### src/rtl/sensor_conditioner.sv
`default_nettype none
// +--------------------------------------------------------------------------+
// | sensor_conditioner: 2-flop synchronisers, per-bit debouncers and a        |
// | temperature stability filter. TEMP_HYST_EN adds 2-LSB accept hysteresis.  |
// | Revision: 1.0                                                             |
// +--------------------------------------------------------------------------+
module sensor_conditioner #(
  parameter int DEBOUNCE_CYCLES    = 4,
  parameter int TEMP_STABLE_CYCLES = 4
) (
  input  logic       clk,
  input  logic       reset,
  input  logic       SFD_raw,
  input  logic       SRD_raw,
  input  logic       SFA_raw,
  input  logic       SW_raw,
  input  logic       ST_raw,
  input  logic [5:0] temperature_raw,
  output logic       SFD,
  output logic       SRD,
  output logic       SFA,
  output logic       SW,
  output logic       ST,
  output logic [5:0] temperature,
  output logic       temp_valid,
  output logic       sensor_event
);

  localparam int         c_nsens    = 5;
  localparam logic [3:0] c_deb_last = 4'(DEBOUNCE_CYCLES - 1);
  localparam logic [3:0] c_tmp_last = 4'(TEMP_STABLE_CYCLES - 1);

  logic [10:0] r_meta;
  logic [10:0] r_sync;
  logic [4:0]  w_sens_sync;
  logic [5:0]  w_temp_sync;
  logic [4:0]  w_sens_out;
  logic [4:0]  w_sens_flip;

  always_ff @(posedge clk or posedge reset) begin
    if (reset) begin
      r_meta <= '0;
      r_sync <= '0;
    end else begin
      r_meta <= {SFD_raw, SRD_raw, SFA_raw, SW_raw, ST_raw, temperature_raw};
      r_sync <= r_meta;
    end
  end

  assign w_sens_sync = r_sync[10:6];
  assign w_temp_sync = r_sync[5:0];

  generate
    for (genvar gi = 0; gi < c_nsens; gi++) begin : g_deb
      logic [3:0] r_cnt;
      logic       r_out;
      logic       w_diff;

      assign w_diff          = (w_sens_sync[gi] != r_out);
      assign w_sens_flip[gi] = w_diff && (r_cnt == c_deb_last);
      assign w_sens_out[gi]  = r_out;

      always_ff @(posedge clk or posedge reset) begin
        if (reset) begin
          r_cnt <= '0;
          r_out <= 1'b0;
        end else if (w_sens_flip[gi]) begin
          r_cnt <= '0;
          r_out <= w_sens_sync[gi];
        end else if (w_diff) begin
          r_cnt <= r_cnt + 4'd1;
        end else begin
          r_cnt <= '0;
        end
      end
    end
  endgenerate

  logic [5:0] r_cand;
  logic [3:0] r_tcnt;
  logic [5:0] r_temp;
  logic       r_valid;
  logic       r_event;
  logic       w_stable;
  logic       w_accept;
  logic       w_temp_upd;

  // Acceptance is re-evaluated every cycle while the counter is saturated.
  assign w_stable = (w_temp_sync == r_cand) && (r_tcnt == c_tmp_last);

`ifdef TEMP_HYST_EN
  logic [6:0] w_tdiff;
  assign w_tdiff  = (r_cand >= r_temp) ? ({1'b0, r_cand} - {1'b0, r_temp})
                                       : ({1'b0, r_temp} - {1'b0, r_cand});
  assign w_accept = w_stable && (!r_valid || (w_tdiff >= 7'd2));
`else
  assign w_accept = w_stable && (!r_valid || (r_cand != r_temp));
`endif

  assign w_temp_upd = w_accept && (r_cand != r_temp);

  always_ff @(posedge clk or posedge reset) begin
    if (reset) begin
      r_cand  <= '0;
      r_tcnt  <= '0;
      r_temp  <= '0;
      r_valid <= 1'b0;
    end else begin
      if (w_temp_sync != r_cand) begin
        r_cand <= w_temp_sync;
        r_tcnt <= '0;
      end else if (r_tcnt != c_tmp_last) begin
        r_tcnt <= r_tcnt + 4'd1;
      end
      if (w_accept) begin
        r_temp  <= r_cand;
        r_valid <= 1'b1;
      end
    end
  end

  // A first acceptance of an unchanged value raises temp_valid silently.
  always_ff @(posedge clk or posedge reset) begin
    if (reset) begin
      r_event <= 1'b0;
    end else begin
      r_event <= (|w_sens_flip) || w_temp_upd;
    end
  end

  assign {SFD, SRD, SFA, SW, ST} = w_sens_out;
  assign temperature             = r_temp;
  assign temp_valid              = r_valid;
  assign sensor_event            = r_event;

endmodule
`default_nettype wire

### config.mk
export PLATFORM = sky130hd
export DESIGN_NAME = sensor_conditioner
export DESIGN_NICKNAME = d
export VERILOG_FILES = /design/src/rtl/sensor_conditioner.sv
export SDC_FILE = /design/constraint.sdc
export NUM_CORES = 1
export LEC_CHECK = 0
export CAP_MARGIN = 20
export CORE_MARGIN = 2
export CORE_UTILIZATION = 59
export DETAILED_ROUTE_END_ITERATION = 16
export PLACE_DENSITY = 0.94
export RECOVER_POWER = 100
export SYNTH_ARGS = -nofsm -noshare
export SYNTH_HDL_FRONTEND = slang
export SYNTH_SLANG_ARGS = --single-unit
### constraint.sdc
create_clock -name clk -period 3.4 [get_ports clk]
set_clock_uncertainty 0.15 [all_clocks]
set_input_delay 0.85 -clock clk [delete_from_list [all_inputs] [get_ports clk]]
set_output_delay 0.85 -clock clk [all_outputs]
set_load 0.01 [all_outputs]
==> metrics.cfg <==
[global_routing]
overflow = 0
grt_pass1_wl_um = 5740
use_met1_pct = 22.9
use_met3_pct = 4.87
grt_use_total_pct = 18.0
grt_max_degree = 66
antenna_found_initial = 0
use_met2_pct = 27.2
grt_pass1_vias = 1335
top_usage_layer = met2

[timing]
rsz0062_at_grt = no
slew_violations = 66
fin_crit_ns = 2.41
clock.fmax_mhz = 415
fin_setup_tns_ns = 0
setup_viol = 0
setup_ws_ns = 0.988
relSlewSlack_pct = -1.42
period_share_pct = 70.9
final_hold_viol_count = 0
worst_pin_slew_ns = 1.52

[cells_and_area]
nets = 233
area_growth_pct = 18.9
antenna_cells = 0
final_common_cell = dfrtp_1
drive_gt1_share_pct = 13.8
multi_input_area_um2 = 810
fillers = 285
final_cell_mix = dfrtp_1, dlygate4sd3_1, nor2_1
regArea_um2 = 1630

[synthesis]
synth_edf_count = 0
synth_warnings = 0
ys_ff_latch = 65
syn-cell-area_um2 = 2470
synthFlopType = dfrtp_1
syn_area_per_cell_um2 = 13.5
ys_seq_area_share_pct = 65.8
syn-num-nets = 202
synthDistinctLibCells = 28
synthCells = 183
async_flop_share_pct = 100

[hold_path]
min_path_type = register to register

[routing]
vias = 1375
avgRoutedWirePerCell_um = 13.8
drtPass1Iterations = 4
routed_wirelength_um = 3680
drt-initial-drc-count = 109
antenna_left = 0
drc = 0
detail_route.vias_per_cell = 5.15

[cts]
cts_resized = 0
post-cts-setup-buffer-count = 0
hold_buffers = 0
numCtsBuffers = 9
clk_pin_slew_worst_paths_ns = 0.06
cts.sinks = 65
clock_path_buffers = 2
clk_latency_ns = 0.33
cts_tree = built
cts_max_level = 3
cts_root_buffer = clkbuf_8

[worst_setup_path]
critPathKind = input pin to async pin
cp.required_ns = 3.42
worstSetupStartpointType = input pin
path_max_fanout = 65
arrival_ns = 2.44
crit_path_end_kind = async pin

[die]
die_y_um = 68.8
ioPinCount = 26
start_util_pct = 61.4
dieArea_um2 = 4730
rows = 23
coreArea_um2 = 4030
die_w_um = 68.8

[run]
cap_violations = 1

[power]
peakVddDrop_uv = 428
p_per_area_nw_per_um2 = 643
p_leak_uw = 0.00134

[placed_design]
dpl_worst_slack_ns = 1.25
port_buffers = 25
gp_congestion = 0.717
dp_hpwl_um = 2470

[outcome]
violations = max-capacitance violations, max-slew violations
status = complete, but fails checks

registers in the layout, summed over array words and instances, names as in the netlist, 4 cells and up:
register     cells
g_deb.r_cnt     20
r_cand           6
r_meta          11
r_sync          11
r_tcnt           4
temperature      6
where the power goes:
part / internal (uW) / switching, uW / total [uW]
sequential: 872 / 73.5 / 946
combinational: 171 / 162 / 333
clock: 346 / 266 / 612
total: 1390 / 502 / 1890
layout make-up:
cell class	instances	area share [%]
clock buffers	10	4.68
well taps	50	2.13
clock inverters	4	1.53
repair buffers	26	8.68
multi-input cells	111	27.5
inverters	1	0.128
flip-flops and latches	65	55.3
worst max-delay path, cell delays in order:
cell	delay [ns]
clkdlybuf4s50_1	0.40
clkinv_1	0.05
clkbuf_2	1.09
kinds of logic (layout without fill, tap and decap cells):
kind of cell    Yosys count  in the layout  synth area share, %
compound gates            9              9                 2.78
xor+xnor                 26             26                 9.21
fa+ha+maj                 6              6                 3.03
buf+inv                   7             41                 1.06
flops                    65             65                 65.8
mux                      15             15                 6.83
simple gates             55             55                 11.3
through the flow:
stage          total power [uW]  instance area [um2]  hold WS, ns  std cells  util (%)
2_1_floorplan              1170                 2470        0.181        183         -
5_1_grt                    2000                 2940        0.207        267      73.0
3_5_place_dp               1320                 2780        0.185        253      69.1
4_1_cts                    1930                 2970        0.199        267      73.6
3_3_place_gp               1290                 2780        0.183        253      69.1
6_report                   1890                 2940        0.198        267      73.0
Yosys cell counts, types with 3 or more instances:
cell | n | area, um2
dfrtp_1 | 65 | 1630
nor2_1 | 17 | 63.8
xor2_1 | 14 | 123
mux2_2 | 13 | 146
xnor2_1 | 12 | 105
nand2_1 | 11 | 41.3
nand3_1 | 7 | 35.0
clkbuf_1 | 6 | 22.5
ha_1 | 6 | 75.1
nor3_1 | 4 | 20.0
nor3b_1 | 4 | 30.0
a21oi_1 | 3 | 15.0
nand2b_1 | 3 | 18.8
routing by layer:
layer / routed length [um] / vias up
met4: 78 / 0
met1: 1690 / 675
met3: 122 / 8
li1: - / 671
met2: 1790 / 21
met5: 0 / -
final timing paths:
| path | from | to | slack (ns) | cells after the start |
|---|---|---|---|---|
| min in group asynchronous | reset | g_deb[4].r_cnt[3]$_DFF_PP0_ | 1.19 | 3 |
| setup / recovery | reset | r_tcnt[2]$_DFFE_PP0P_ | 0.99 | 3 |
| hold reg to reg | r_meta[2]$_DFF_PP0_ | r_sync[2]$_DFF_PP0_ | 0.20 | 0 |
| hold / removal | r_meta[2]$_DFF_PP0_ | r_sync[2]$_DFF_PP0_ | 0.20 | 0 |
| max in group clk | temp_valid$_DFFE_PP0P_ | temp_valid | 1.03 | 1 |
| setup reg to reg | r_cand[5]$_DFFE_PP0N_ | temperature[0]$_DFFE_PP0P_ | 1.10 | 5 |
Note: power is estimated with default switching activity, not from simulation.
